### src/rtl/alu_share_arbiter.sv
// Round-robin sharing of one external combinational ALU among NREQ requesters.
// One operation in flight: IDLE grants, EXEC captures the ALU outputs, RESP holds the result until it is consumed.
module alu_share_arbiter #(
  parameter int NREQ = 2
) (
  input  logic                 clk,
  input  logic                 rst_n,
  input  logic [NREQ-1:0]      req_valid,
  output logic [NREQ-1:0]      req_ready,
  input  logic [NREQ*32-1:0]   req_a,
  input  logic [NREQ*32-1:0]   req_b,
  input  logic [NREQ*4-1:0]    req_ctr,
  output logic [NREQ-1:0]      rsp_valid,
  input  logic [NREQ-1:0]      rsp_ready,
  output logic [31:0]          rsp_result,
  output logic                 rsp_less,
  output logic                 rsp_zero,
  output logic [31:0]          alu_dataa,
  output logic [31:0]          alu_datab,
  output logic [3:0]           alu_ctr,
  input  logic [31:0]          alu_result,
  input  logic                 alu_less,
  input  logic                 alu_zero,
  output logic                 busy
);

  localparam int PW = (NREQ > 1) ? $clog2(NREQ) : 1;

  typedef enum logic [1:0] {
    IDLE = 2'd0,
    EXEC = 2'd1,
    RESP = 2'd2
  } state_t;

  state_t           state_q, state_d;
  logic [PW-1:0]    rr_ptr_q, rr_ptr_d;
  logic [PW-1:0]    owner_q, owner_d;
  logic [NREQ-1:0]  rsp_valid_q, rsp_valid_d;
  logic [31:0]      rsp_result_q, rsp_result_d;
  logic             rsp_less_q, rsp_less_d;
  logic             rsp_zero_q, rsp_zero_d;
  logic [31:0]      alu_dataa_q, alu_dataa_d;
  logic [31:0]      alu_datab_q, alu_datab_d;
  logic [3:0]       alu_ctr_q, alu_ctr_d;
  logic             busy_q, busy_d;
  logic [PW-1:0]    gnt_idx_s;
  logic             gnt_found_s;

  // Scanning from the highest offset down lets the first valid requester at or after rr_ptr_q win.
  always_comb begin
    int idx;
    idx         = 0;
    gnt_idx_s   = '0;
    gnt_found_s = 1'b0;
    for (int k = NREQ - 1; k >= 0; k--) begin
      idx         = int'(rr_ptr_q) + k;
      idx         = (idx >= NREQ) ? (idx - NREQ) : idx;
      gnt_idx_s   = req_valid[idx] ? PW'(idx) : gnt_idx_s;
      gnt_found_s = gnt_found_s | req_valid[idx];
    end
  end

  // Next state, grant, operand latch and result capture.
  always_comb begin
    state_d      = state_q;
    rr_ptr_d     = rr_ptr_q;
    owner_d      = owner_q;
    rsp_valid_d  = rsp_valid_q;
    rsp_result_d = rsp_result_q;
    rsp_less_d   = rsp_less_q;
    rsp_zero_d   = rsp_zero_q;
    alu_dataa_d  = alu_dataa_q;
    alu_datab_d  = alu_datab_q;
    alu_ctr_d    = alu_ctr_q;
    busy_d       = busy_q;
    req_ready    = '0;
    case (state_q)
      IDLE: begin
        // Grant is suppressed while reset is asserted so no requester sees a false acceptance.
        if (gnt_found_s && rst_n) begin
          req_ready[gnt_idx_s] = 1'b1;
          alu_dataa_d = req_a[{gnt_idx_s, 5'b00000} +: 32];
          alu_datab_d = req_b[{gnt_idx_s, 5'b00000} +: 32];
          alu_ctr_d   = req_ctr[{gnt_idx_s, 2'b00} +: 4];
          owner_d     = gnt_idx_s;
          rr_ptr_d    = (gnt_idx_s == PW'(NREQ - 1)) ? '0 : (gnt_idx_s + 1'b1);
          busy_d      = 1'b1;
          state_d     = EXEC;
        end else begin
          state_d = IDLE;
        end
      end
      EXEC: begin
        rsp_result_d         = alu_result;
        rsp_zero_d           = alu_zero;
        // The ALU less output is only meaningful for slt/sltu.
        rsp_less_d           = (alu_ctr_q[2:0] == 3'b010) ? alu_less : 1'b0;
        rsp_valid_d          = '0;
        rsp_valid_d[owner_q] = 1'b1;
        state_d              = RESP;
      end
      RESP: begin
        if (rsp_ready[owner_q]) begin
          rsp_valid_d = '0;
          busy_d      = 1'b0;
          state_d     = IDLE;
        end else begin
          state_d = RESP;
        end
      end
      default: begin
        rsp_valid_d = '0;
        busy_d      = 1'b0;
        state_d     = IDLE;
      end
    endcase
  end

  // State and datapath registers with synchronous active-low reset.
  always_ff @(posedge clk) begin
    if (!rst_n) begin
      state_q      <= IDLE;
      rr_ptr_q     <= '0;
      owner_q      <= '0;
      rsp_valid_q  <= '0;
      rsp_result_q <= 32'd0;
      rsp_less_q   <= 1'b0;
      rsp_zero_q   <= 1'b0;
      alu_dataa_q  <= 32'd0;
      alu_datab_q  <= 32'd0;
      alu_ctr_q    <= 4'd0;
      busy_q       <= 1'b0;
    end else begin
      state_q      <= state_d;
      rr_ptr_q     <= rr_ptr_d;
      owner_q      <= owner_d;
      rsp_valid_q  <= rsp_valid_d;
      rsp_result_q <= rsp_result_d;
      rsp_less_q   <= rsp_less_d;
      rsp_zero_q   <= rsp_zero_d;
      alu_dataa_q  <= alu_dataa_d;
      alu_datab_q  <= alu_datab_d;
      alu_ctr_q    <= alu_ctr_d;
      busy_q       <= busy_d;
    end
  end

  assign rsp_valid  = rsp_valid_q;
  assign rsp_result = rsp_result_q;
  assign rsp_less   = rsp_less_q;
  assign rsp_zero   = rsp_zero_q;
  assign alu_dataa  = alu_dataa_q;
  assign alu_datab  = alu_datab_q;
  assign alu_ctr    = alu_ctr_q;
  assign busy       = busy_q;

endmodule

### config.mk
export PLATFORM = sky130hd
export DESIGN_NAME = alu_share_arbiter
export DESIGN_NICKNAME = d
export VERILOG_FILES = /design/src/rtl/alu_share_arbiter.sv
export SDC_FILE = /design/constraint.sdc
export NUM_CORES = 1
export LEC_CHECK = 0
export ABC_CLOCK_PERIOD_IN_PS = 2800
export CAP_MARGIN = 20
export CORE_MARGIN = 2
export CORE_UTILIZATION = 43
export DETAILED_ROUTE_END_ITERATION = 6
export GPL_TIMING_DRIVEN = 0
export PLACE_DENSITY = 0.87
export SKIP_CTS_REPAIR_TIMING = 1
export SLEW_MARGIN = 20
export SYNTH_ARGS = -nofsm -noshare
export SYNTH_HDL_FRONTEND = slang
export SYNTH_SLANG_ARGS = --single-unit
### constraint.sdc
create_clock -name clk -period 2.8 [get_ports clk]
set_input_delay 0.56 -clock clk [delete_from_list [all_inputs] [get_ports clk]]
set_output_delay 0.56 -clock clk [all_outputs]
set_load 0.02 [all_outputs]
Word level (Yosys, flattened, before mapping)
Index checks and enable logic that the tools add are counted.
{"block": "word_totals", "regBits": 109}
{"block": "op_classes", "add_sub_neg": 4, "n_lt_le_gt_ge": 8, "n_eq_ne": 5, "shift": 3, "mux": 28, "n_bitwise": 3, "n_reduce_logical": 7}
{"op": "64-bit by 7-bit indexed part select with 32-bit output", "n": 2}
{"op": "32-bit by 3-bit less-than comparator with 1-bit output, second input constant", "n": 2}
{"op": "32-bit two-way mux", "n": 2}
{"op": "1-bit two-way mux", "n": 17}
{"op": "2-bit case mux with 3 select lines", "n": 2}
{"op": "2-bit two-way mux", "n": 4}
{"op": "8-bit by 4-bit indexed part select with 4-bit output", "n": 1}
{"op": "1-bit by 2-bit less-than comparator with 1-bit output, second input constant", "n": 2}
{"op": "2-bit != test, second input constant", "n": 2}
{"op": "2-bit AND reduction", "n": 2}
{"op": "3-bit by 2-bit equality test with 1-bit output, second input constant", "n": 1}
{"op": "1-bit logical AND", "n": 3}
{"op": "1-bit case mux with 3 select lines", "n": 1}
{"op": "3-bit AND reduction", "n": 1}
{"op": "1-bit by 2-bit subtractor with 3-bit output, second input constant", "n": 1}
{"op": "2-bit by 2-bit subtractor with 3-bit output, second input constant", "n": 1}
{"op": "1-bit by 1-bit adder with 2-bit output, second input constant", "n": 1}
{"op": "1-bit demux with 1-bit select", "n": 2}
{"op": "2-bit by 1-bit equality test with 1-bit output, second input constant", "n": 1}
{"op": "2-bit equality test, second input constant", "n": 1}
{"op": "1-bit greater-or-equal comparator, second input constant", "n": 2}
{"op": "1-bit by 2-bit greater-or-equal comparator with 1-bit output, second input constant", "n": 1}
{"op": "2-bit greater-or-equal comparator, second input constant", "n": 1}
{"op": "2-bit zero test", "n": 1}
{"op": "3 further kinds", "n": 4}

Logic depth before layout (Yosys ltp)
Gate-level depths: netlist (run 1).
{"block": "depth", "depth_word": 14, "depth_mapped": 7, "depth_no_buf": 4}

Worst setup path after synthesis (run 1)
No wires, ideal clock.
{"block": "synth_path", "path_kind": "input -> output", "startpoint": "in req_valid[1]", "endpoint": "out req_ready[0]", "arrival_ps": 1373, "required_ps": 2240, "path_slack_ps": 867, "cell_stages": 5, "path_buffers": 2, "cell_sequence": "buf_6 > o21ba_1 > buf_6 > nand3_2 > a21oi_1"}
{"block": "synth_via", "elab_chain_cells": 11, "elab_cells_between_ends": 17, "classes_between": "2 x order compare; 12 x mux; 1 x bitwise; 2 x reduce/logical"}
{"element": "start, declared", "line_no": "8", "text": "input logic [NREQ-1:0] req_valid,"}
{"element": "1-bit two-way mux (not written as such) (3 in a row)", "line_no": "58, 59"}
{"element": "1-bit two-way mux (2 in a row)", "line_no": "58", "text": "gnt_idx_s = req_valid[idx] ? PW'(idx) : gnt_idx_s;"}
{"element": "1-bit by 2-bit less-than comparator with 1-bit output (not written as such) / 1-bit greater-or-equal comparator (equally long branches)", "line_no": "81", "text": "req_ready[gnt_idx_s] = 1'b1;"}
{"element": "1-bit logical AND (not written as such)", "line_no": "81"}
{"element": "1-bit two-way mux (not written as such)", "line_no": "81"}
{"element": "1-bit demux with 1-bit select", "line_no": "81"}
{"element": "2-bit two-way mux *", "line_no": "80", "text": "if (gnt_found_s && rst_n) begin"}
{"element": "2-bit two-way mux *", "line_no": "77", "text": "case (state_q)"}
{"element": "end, declared", "line_no": "9", "text": "output logic [NREQ-1:0] req_ready,"}
Mark *: on every way between the ends. The rest lies on a longest branch, timed or not. The select of a mux whose other input is x is not followed.

Worst setup path after layout (run 1)
{"block": "layout_path", "startpoint": "in req_valid[0]", "endpoint": "out req_ready[1]"}
Same word-level chain as after synthesis.

==> metrics, run 1 <==
Layout Nets=1059; Hold Vio Cnt, Final=0; Die Y=115 um; fmax=402 MHz; IO Pins=283; fraction of layout cells with a size suffix above 1=14.1%; dpl cells=1041; Mapped Avg Cell Area=9.01 sq um; clk buf depth=2; Crit path arrival time=1930 ps; area grow syn2layout=62.8%; fin. max-slew vios=0; initial antenna violation count=0; ANT cells=0; Leak Pwr=2.92 nW; maximum vdd drop=273 uV; PD cells=527 nW/um^2; Die X=115 um; ratio of final minimum period to clock period=88.9%; Total GRT Usage=28.3%; DRT antenna net count=0; DIE AREA=13300 sq um; Tightest Pin Transition=730 ps; number of synthesized register bits=109; Placeable Area=12100 sq um; DRC errors left=0; final wirelength=19500 um; number of CTS-inserted buffers=9; post-synth cell types=29; clk_lat worst skew=340 ps; syn nets=768; RSZ-0062 raised after global routing=false; CTS Sinks=109; Avg WL per Cell=18.5 um; first-pass GRT wire length=29500 um; Post-Synthesis Cell Area=5340 sq um; Initial Util=44.2%; HPWL after DPL=14700 um; largest net degree at the start of global routing=17; clock skew=8.74 ps; critical path required time=2240 ps; DRT iter0 DRCs=356; Slew headroom=51.4%; startpoint types=input port; worst hold slack=454 ps; class of the most critical setup path=input port to output port; Final setup viols=0; DR vias=6001; Worst setup EP type=output port; post-layout worst setup margin=309 ps; Yosys warnings=0; Post-Syn Instances=592; DRT Pass-1 Iters=5; max-cap viol count=0; worst hold path type=flip-flop to flip-flop; level count of the clock H-tree=3; sequential area share after synthesis=40.9%; # rows=40; fin util=72.0%; post-layout min period=2490 ps; non-filler instance count after layout=1055; CP Max Fanout=16; status=complete, no violations; vias in the first global route=5829; gpl congestion=0.876; Worst-path clk slew=70 ps; IO Port Bufs=281; Root Buffer=clkbuf_16; drt via density=5.69; dpl ws=-429 ps; total congestion overflow=0; CTS tree=done
[synthesized netlist by cell type]
cell      instances  area (sq um)
nor2b_1           1          6.26
clkbuf_1         37           139
inv_1             3          11.3
nand2b_1          2          12.5
dfxtp_1         109          2180
a311oi_2         68          1020
a32o_1            1          10.0
a31o_1            2          17.5
nor3_1            3          15.0
nand3_1          68           340
o21ba_1           1          10.0
buf_1             5          18.8
o21a_1            2          15.0
nand3_2           1          10.0
buf_6            10           113
inv_2             2          7.51
o21ai_0          68           340
buf_2            26           130
a31oi_1          68           425
nand2_1          68           255
a21oi_1          38           190
nand4_1           1          6.26
inv_4             1          6.26
o211a_1           1          10.0
buf_4             1          7.51
nor4bb_1          1          10.0
nor2_1            2          7.51
and2b_1           1          7.51
mux2_2            1          11.3
[logic make-up after synthesis]
logic type | share of synthesized area [%]
AOI/OAI and AO/OA | 38.2
DFF | 40.9
muxes | 0.211
and+or+nand+nor | 12.6
buffers and inverters | 8.11
[routing by layer]
| metal | share of wire (%) | vias to the layer above | GRT usage (%) | wire [um] |
|---|---|---|---|---|
| met3 | 8.3 | 53 | 6.11 | 1620 |
| met2 | 48 | 308 | 48.4 | 9380 |
| met4 | 4.1 | 0 | 14.5 | 798 |
| met5 | 0 | - | 0 | 0 |
| li1 | - | 2834 | - | - |
| met1 | 40 | 2806 | 33.3 | 7740 |
[sequential cells by signal, indices dropped and copies added, names as in the netlist]
signal and cells:
alu_datab 32, rsp_zero 1, rr_ptr_q 1, rsp_valid 2
owner_q 1, busy 1, state_q 2, rsp_less 1
alu_ctr 4, rsp_result 32, alu_dataa 32
[worst max-delay path, cell delays in order]
cell and delay [ps]:
clkdlybuf4s50_1 450, nand2b_1 90, clkbuf_4 280, nand4_1 200
inv_1 90, dlymetal6s2s_1 250
[area by class of cell]
type	count	area, sq um
buffer	78	408
clock buffer	12	256
clock inverter	3	68.8
fill	953	3370
inverter	6	25.0
multi-input combinational	398	2720
sequential	109	2180
tap	168	210
timing repair buffer	281	2820
[path summary, 6_finish.rpt]
path                                     from            end  slack, ps  cells after the start
worst max register to register       rr_ptr_q  alu_datab[24]       1080                      5
worst max-delay path             req_valid[0]   req_ready[1]        310                      6
worst min-delay path            rsp_result[5]  rsp_result[5]        450                      2
worst min register to register  rsp_result[5]  rsp_result[5]        450                      2
[per-stage QoR]
stage	instance area [sq um]	total power, W	TNS [ps]
after floorplan	5340	0.00254	0
after global placement	8360	0.00320	-586
after detailed placement	8360	0.00322	-589
after CTS	8680	0.00460	-661
after global routing	8690	0.00477	0
final	8690	0.00458	0
[where the power goes]
part	internal, W	switching [W]	leakage (nW)
clock network	0.000831	0.000556	0.159
logic	0.000694	0.000735	1.87
registers	0.00169	0.0000787	0.896
[cell usage in the layout (no fill, tap or decap), types with 3 or more instances in the layout]
| cell | Yosys | layout |
|---|---|---|
| clkbuf_1 | 37 | 36 |
| clkbuf_16 | 0 | 9 |
| nand3_1 | 68 | 68 |
| o21ai_0 | 68 | 68 |
| dfxtp_1 | 109 | 109 |
| clkdlybuf4s50_1 | 0 | 279 |
| inv_1 | 3 | 3 |
| a311oi_2 | 68 | 68 |
| buf_6 | 10 | 10 |
| a21oi_1 | 38 | 38 |
| buf_1 | 5 | 5 |
| buf_2 | 26 | 25 |
| a31oi_1 | 68 | 68 |
| nand2_1 | 68 | 68 |
| nor3_1 | 3 | 3 |
Power figures use the tool's default switching activity.
==> run 2: changes to the inputs <==
- CORE_UTILIZATION: 43 -> 44
- CTS_BUF_LIST: unset -> sky130_fd_sc_hd__clkbuf_8
- PLACE_DENSITY: 0.87 -> 0.89
==> run 2 against run 1 <==
- utilization fell by 0.51 points
- via count is 0.38% lower
- sequential share of layout area grew 0.50 points
- sequential power about the same
- first-iteration DRC count is 4.8% lower
- design area decreased by 1.9%
- non-clock buffer count unchanged
- register-to-register slack improved by 40 ps
- fmax grew 2.3%
- critical path depth did not move
- critical path type unchanged
- largest power group unchanged
- highest routed layer unchanged
==> metrics, run 2 (synthesis results as in run 1) <==
status=complete, no violations; clock skew=11.9 ps (+3.15 ps); commonest cells after routing, fill and taps aside=clkdlybuf4s50_1, dfxtp_1; CTS Sinks=109 (unchanged); fin. max-slew vios=0 (unchanged); startpoint types=input port; maximum vdd drop=326 uV (+19%); Avg WL per Cell=18.6 um (+0.21%); Die Y=114 um (-1.1%); Initial Util=44.8% (+0.56 points); vias in the first global route=5793 (-0.62%); ratio of final minimum period to clock period=87.0% (-2.0 points); max-cap viol count=0 (unchanged); Total GRT Usage=28.4% (+0.14 points); # rows=40 (unchanged); DR vias=5978 (-0.38%); level count of the clock H-tree=3 (unchanged); DRT iter0 DRCs=339 (-4.8%); Layout Nets=1059 (unchanged); HPWL after DPL=14600 um (-1.1%); DRC errors left=0 (unchanged); number of CTS-inserted buffers=9 (unchanged); Worst setup EP type=output port; initial antenna violation count=0 (unchanged); largest net degree at the start of global routing=20 (+3); clk_lat worst skew=370 ps (+30 ps); PD cells=481 nW/um^2 (-8.7%); RSZ-0062 raised after global routing=false; Hold Vio Cnt, Final=0 (unchanged); IO Pins=283 (unchanged); most common cell after layout, fill and taps aside=clkdlybuf4s50_1; class of the most critical setup path=input port to output port; DRT Pass-1 Iters=6 (+1); dpl ws=-396 ps (+32.8 ps); Final setup viols=0 (unchanged); Die X=114 um (-1.1%); Placeable Area=11900 sq um (-1.2%); first-pass GRT wire length=29400 um (-0.14%); CTS tree=done; gpl congestion=0.883 (+0.72%); Finished Cell Area=8520 sq um (-1.9%); ANT cells=0 (unchanged); IO Port Bufs=281 (unchanged); post-layout min period=2440 ps (-55.2 ps); area grow syn2layout=59.7%; final wirelength=19200 um (-1.7%); drt via density=5.78 (+1.5%); post-layout worst setup margin=365 ps (+55.2 ps); Crit path arrival time=1880 ps (-50 ps); Area after DPL=8330 sq um (-0.31%); clk buf depth=2 (unchanged); CP Max Fanout=16 (unchanged); critical path required time=2240 ps (about the same); Root Buffer=clkbuf_8; total congestion overflow=0 (unchanged); worst hold path type=flip-flop to flip-flop; Tightest Pin Transition=808 ps (+78.8 ps); DRT antenna net count=0 (unchanged); Fillers=952 (-0.10%); fraction of layout cells with a size suffix above 1=14.2% (+0.097 points); Worst-path clk slew=100 ps (+30 ps); Leak Pwr=2.86 nW (-2.1%); DIE AREA=13000 sq um (-2.2%); Slew headroom=46.1% (-5.3 points); fmax=411 MHz (+2.3%)
[run 2: per-stage QoR]
step | total power, W | instances | TNS [ps] | util [%] | hold WS, ps
2_1_floorplan | 0.00254 | 592 | 0 | - | 478
3_3_place_gp | 0.00319 | 1020 | -557 | 70.0 | 441
6_report | 0.00410 | 1035 | 0 | 71.5 | 460
5_1_grt | 0.00429 | 1035 | 0 | 71.5 | 476
4_1_cts | 0.00410 | 1036 | -587 | 71.5 | 461
3_5_place_dp | 0.00321 | 1020 | -566 | 70.0 | 447
[run 2: final cells by class]
class	count	area, sq um	area share [%]
Timing Repair Buffer	281	2820	33.1
Multi-Input combinational cell	398	2720	31.9
Sequential cell	109	2180	25.6
Buffer	78	408	4.79
Tap cell	147	184	2.16
Clock buffer	9	124	1.45
Clock inverter	7	58.8	0.690
Inverter	6	25.0	0.294
[run 2: routing by layer]
layer / routed length, um / track usage, % / up-vias
li1: - / - / 2832
met1: 7480 / 32.4 / 2781
met2: 9460 / 50.6 / 311
met3: 1530 / 7.04 / 54
met4: 734 / 12.0 / 0
met5: 0 / 0 / -
[run 2: path summary, 6_finish.rpt]
check	depth (start not counted)	start	slack [ps]	endpoint
hold reg to reg	2	rsp_result[12]	460	rsp_result[12]
setup reg to reg	5	rr_ptr_q	1120	alu_datab[22]
hold / removal	2	rsp_result[12]	460	rsp_result[12]
setup / recovery	6	req_valid[0]	360	req_ready[1]
[run 2: critical path, cell delays in order]
cell             delay [ps]
clkdlybuf4s50_1         430
nand2b_1                 80
clkbuf_4                270
nand4_1                 190
inv_1                    90
dlymetal6s2s_1          250
[run 2: power breakdown]
group | switching, W | total, W | internal [W]
Combinational | 0.000727 | 0.00142 | 0.000693
Clock | 0.000576 | 0.000915 | 0.000339
Sequential | 0.0000797 | 0.00177 | 0.00169
Total | 0.00138 | 0.00410 | 0.00272
==> run 3: changes to the inputs <==
- SETUP_SLACK_MARGIN: unset -> 0.5
==> run 3 against run 2 <==
- first-iteration DRC count grew 7.7%
- fmax grew 8.6%
- die area is the same
- cell count grew 0.48%
- hold slack is essentially flat
- clock skew is essentially flat
- sequential share of layout area shrank 0.19 points
- non-clock buffer count grew 5
- critical path depth shrank 1
- largest power group unchanged
- highest routed layer unchanged
==> metrics, run 3 (synthesis results as in run 1) <==
status=complete, no violations; Final setup viols=0 (unchanged); Die Y=114 um (unchanged); Worst-path clk slew=100 ps (about the same); non-filler instance count after layout=1040 (+0.48%); CP Max Fanout=10 (-6); min-delay src=rsp_result[12]; clock skew=11.4 ps (-0.500 ps); DRT Pass-1 Iters=6 (unchanged); Worst setup EP type=output port; combinational share of power=34.9% (+0.3 points); ratio of final minimum period to clock period=80.1% (-6.9 points); Placeable Area=11900 sq um (unchanged); clk buf depth=2 (unchanged); Avg WL per Cell=18.5 um (-0.53%); most common cell after layout, fill and taps aside=clkdlybuf4s50_1; number of CTS-inserted buffers=9 (unchanged); DRT antenna net count=0 (unchanged); critical path required time=2240 ps (about the same); Sw Share=33.6% (-0.080 points); Pint=0.00273 W (+0.43%); clk_lat worst skew=360 ps (about the same); DRC errors left=0 (unchanged); Die X=114 um (unchanged); Root Buffer=clkbuf_8; fin util=72.1% (+0.53 points); level count of the clock H-tree=3 (unchanged); Total GRT Usage=28.4% (unchanged); Initial Util=44.8% (unchanged); first-pass GRT wire length=29400 um (unchanged); class of the most critical setup path=input port to output port; Worst R2R Start=rr_ptr_q; Layout Nets=1064 (+0.47%); gpl congestion=0.883 (unchanged); vias in the first global route=5793 (unchanged); largest net degree at the start of global routing=20 (unchanged); startpoint types=input port; # rows=40 (unchanged); crit path cell chain=clkdlybuf4s50_1, buf_6, nand4_1, inv_1, buf_6; CTS Sinks=109 (unchanged); HPWL after DPL=14600 um (unchanged); area taken by multi-input logic gates=2730 sq um (+0.41%); DIE AREA=13000 sq um (unchanged); worst hold path type=flip-flop to flip-flop; switching power total=0.00138 W (about the same); Crit path arrival time=1680 ps (-200 ps); Slew headroom=48.0% (+1.9 points); FF/Latch Area=2180 sq um (unchanged); fmax=446 MHz (+8.6%); post-layout min period=2240 ps (-193 ps); final wirelength=19200 um (about the same); PD cells=479 nW/um^2 (-0.42%); area grow syn2layout=60.8%; maximum vdd drop=324 uV (-0.65%); crit-path most repeated cell=buf_6; fraction of layout cells with a size suffix above 1=15.0% (+0.82 points); Fillers=938 (-1.5%); IO Port Bufs=281 (unchanged); CP startpoint=rst_n; initial antenna violation count=0 (unchanged); Sequential Power Share=42.9% (-0.2 points); max-cap viol count=0 (unchanged); DRT iter0 DRCs=365 (+7.7%); IO Pins=283 (unchanged); CP max stage delay=570 ps (+140 ps); Tightest Pin Transition=780 ps (-28.0 ps); dpl cells=1020 (unchanged); ANT cells=0 (unchanged); Leak Pwr=2.87 nW (+0.38%); commonest cells after routing, fill and taps aside=clkdlybuf4s50_1, dfxtp_1; CTS tree=done; DR vias=5997 (+0.32%); clock group share of total power=22.1% (-0.2 points); fin. max-slew vios=0 (unchanged); RSZ-0062 raised after global routing=false; total congestion overflow=0 (unchanged); Slowest-stage cell, CP=clkdlybuf4s50_1; drt via density=5.77 (-0.16%); Hold Vio Cnt, Final=0 (unchanged)
==> run 3: metrics by stage <==
| stage | TNS [ps] | hold WS (ps) | power (W) | instance area, sq um | setup WS [ps] |
|---|---|---|---|---|---|
| 2_1_floorplan | 0 | 478 | 0.00254 | 5340 | 867 |
| 3_3_place_gp | -557 | 441 | 0.00319 | 8330 | -403 |
| 3_5_place_dp | -566 | 447 | 0.00321 | 8330 | -396 |
| 4_1_cts | -587 | 461 | 0.00410 | 8520 | -403 |
| 5_1_grt | 0 | 476 | 0.00431 | 8580 | 507 |
| 6_report | 0 | 460 | 0.00412 | 8580 | 557 |
==> run 3: area by class of cell <==
| cell class | instances | share of cell area (%) |
|---|---|---|
| repair buffers | 285 | 33.1 |
| multi-input cells | 398 | 31.8 |
| flip-flops and latches | 109 | 25.4 |
| plain buffers | 79 | 5.04 |
| well taps | 147 | 2.14 |
| clock buffers | 9 | 1.44 |
| clock inverters | 7 | 0.685 |
| inverters | 6 | 0.292 |
==> run 3: power groups by stage <==
stage	logic (W)	registers [W]	clock network (W)
floorplan	0.000592	0.00195	0
global placement	0.00139	0.00180	0
detailed placement	0.00141	0.00180	0
CTS	0.00142	0.00177	0.000917
global route	0.00153	0.00178	0.00100
finish	0.00144	0.00177	0.000911
==> run 3: layer usage <==
metal	track usage [%]	up-vias	wire [um]
met2	50.6	301	9470
li1	-	2842	-
met1	32.4	2800	7520
met3	7.04	54	1480
met5	0	-	0
met4	12.0	0	721
==> run 3: final timing paths <==
kind	to	slack [ps]	depth (start not counted)
worst max-delay path	req_ready[1]	560	5
worst min-delay path	rsp_result[12]	460	2
worst max register to register	alu_datab[22]	1110	5
worst min register to register	rsp_result[12]	460	2
==> run 3: worst max-delay path: cells and delay by family <==
family	cells	cell delay (ps)
buffers and inverters	4	970
and+or+nand+nor	1	140
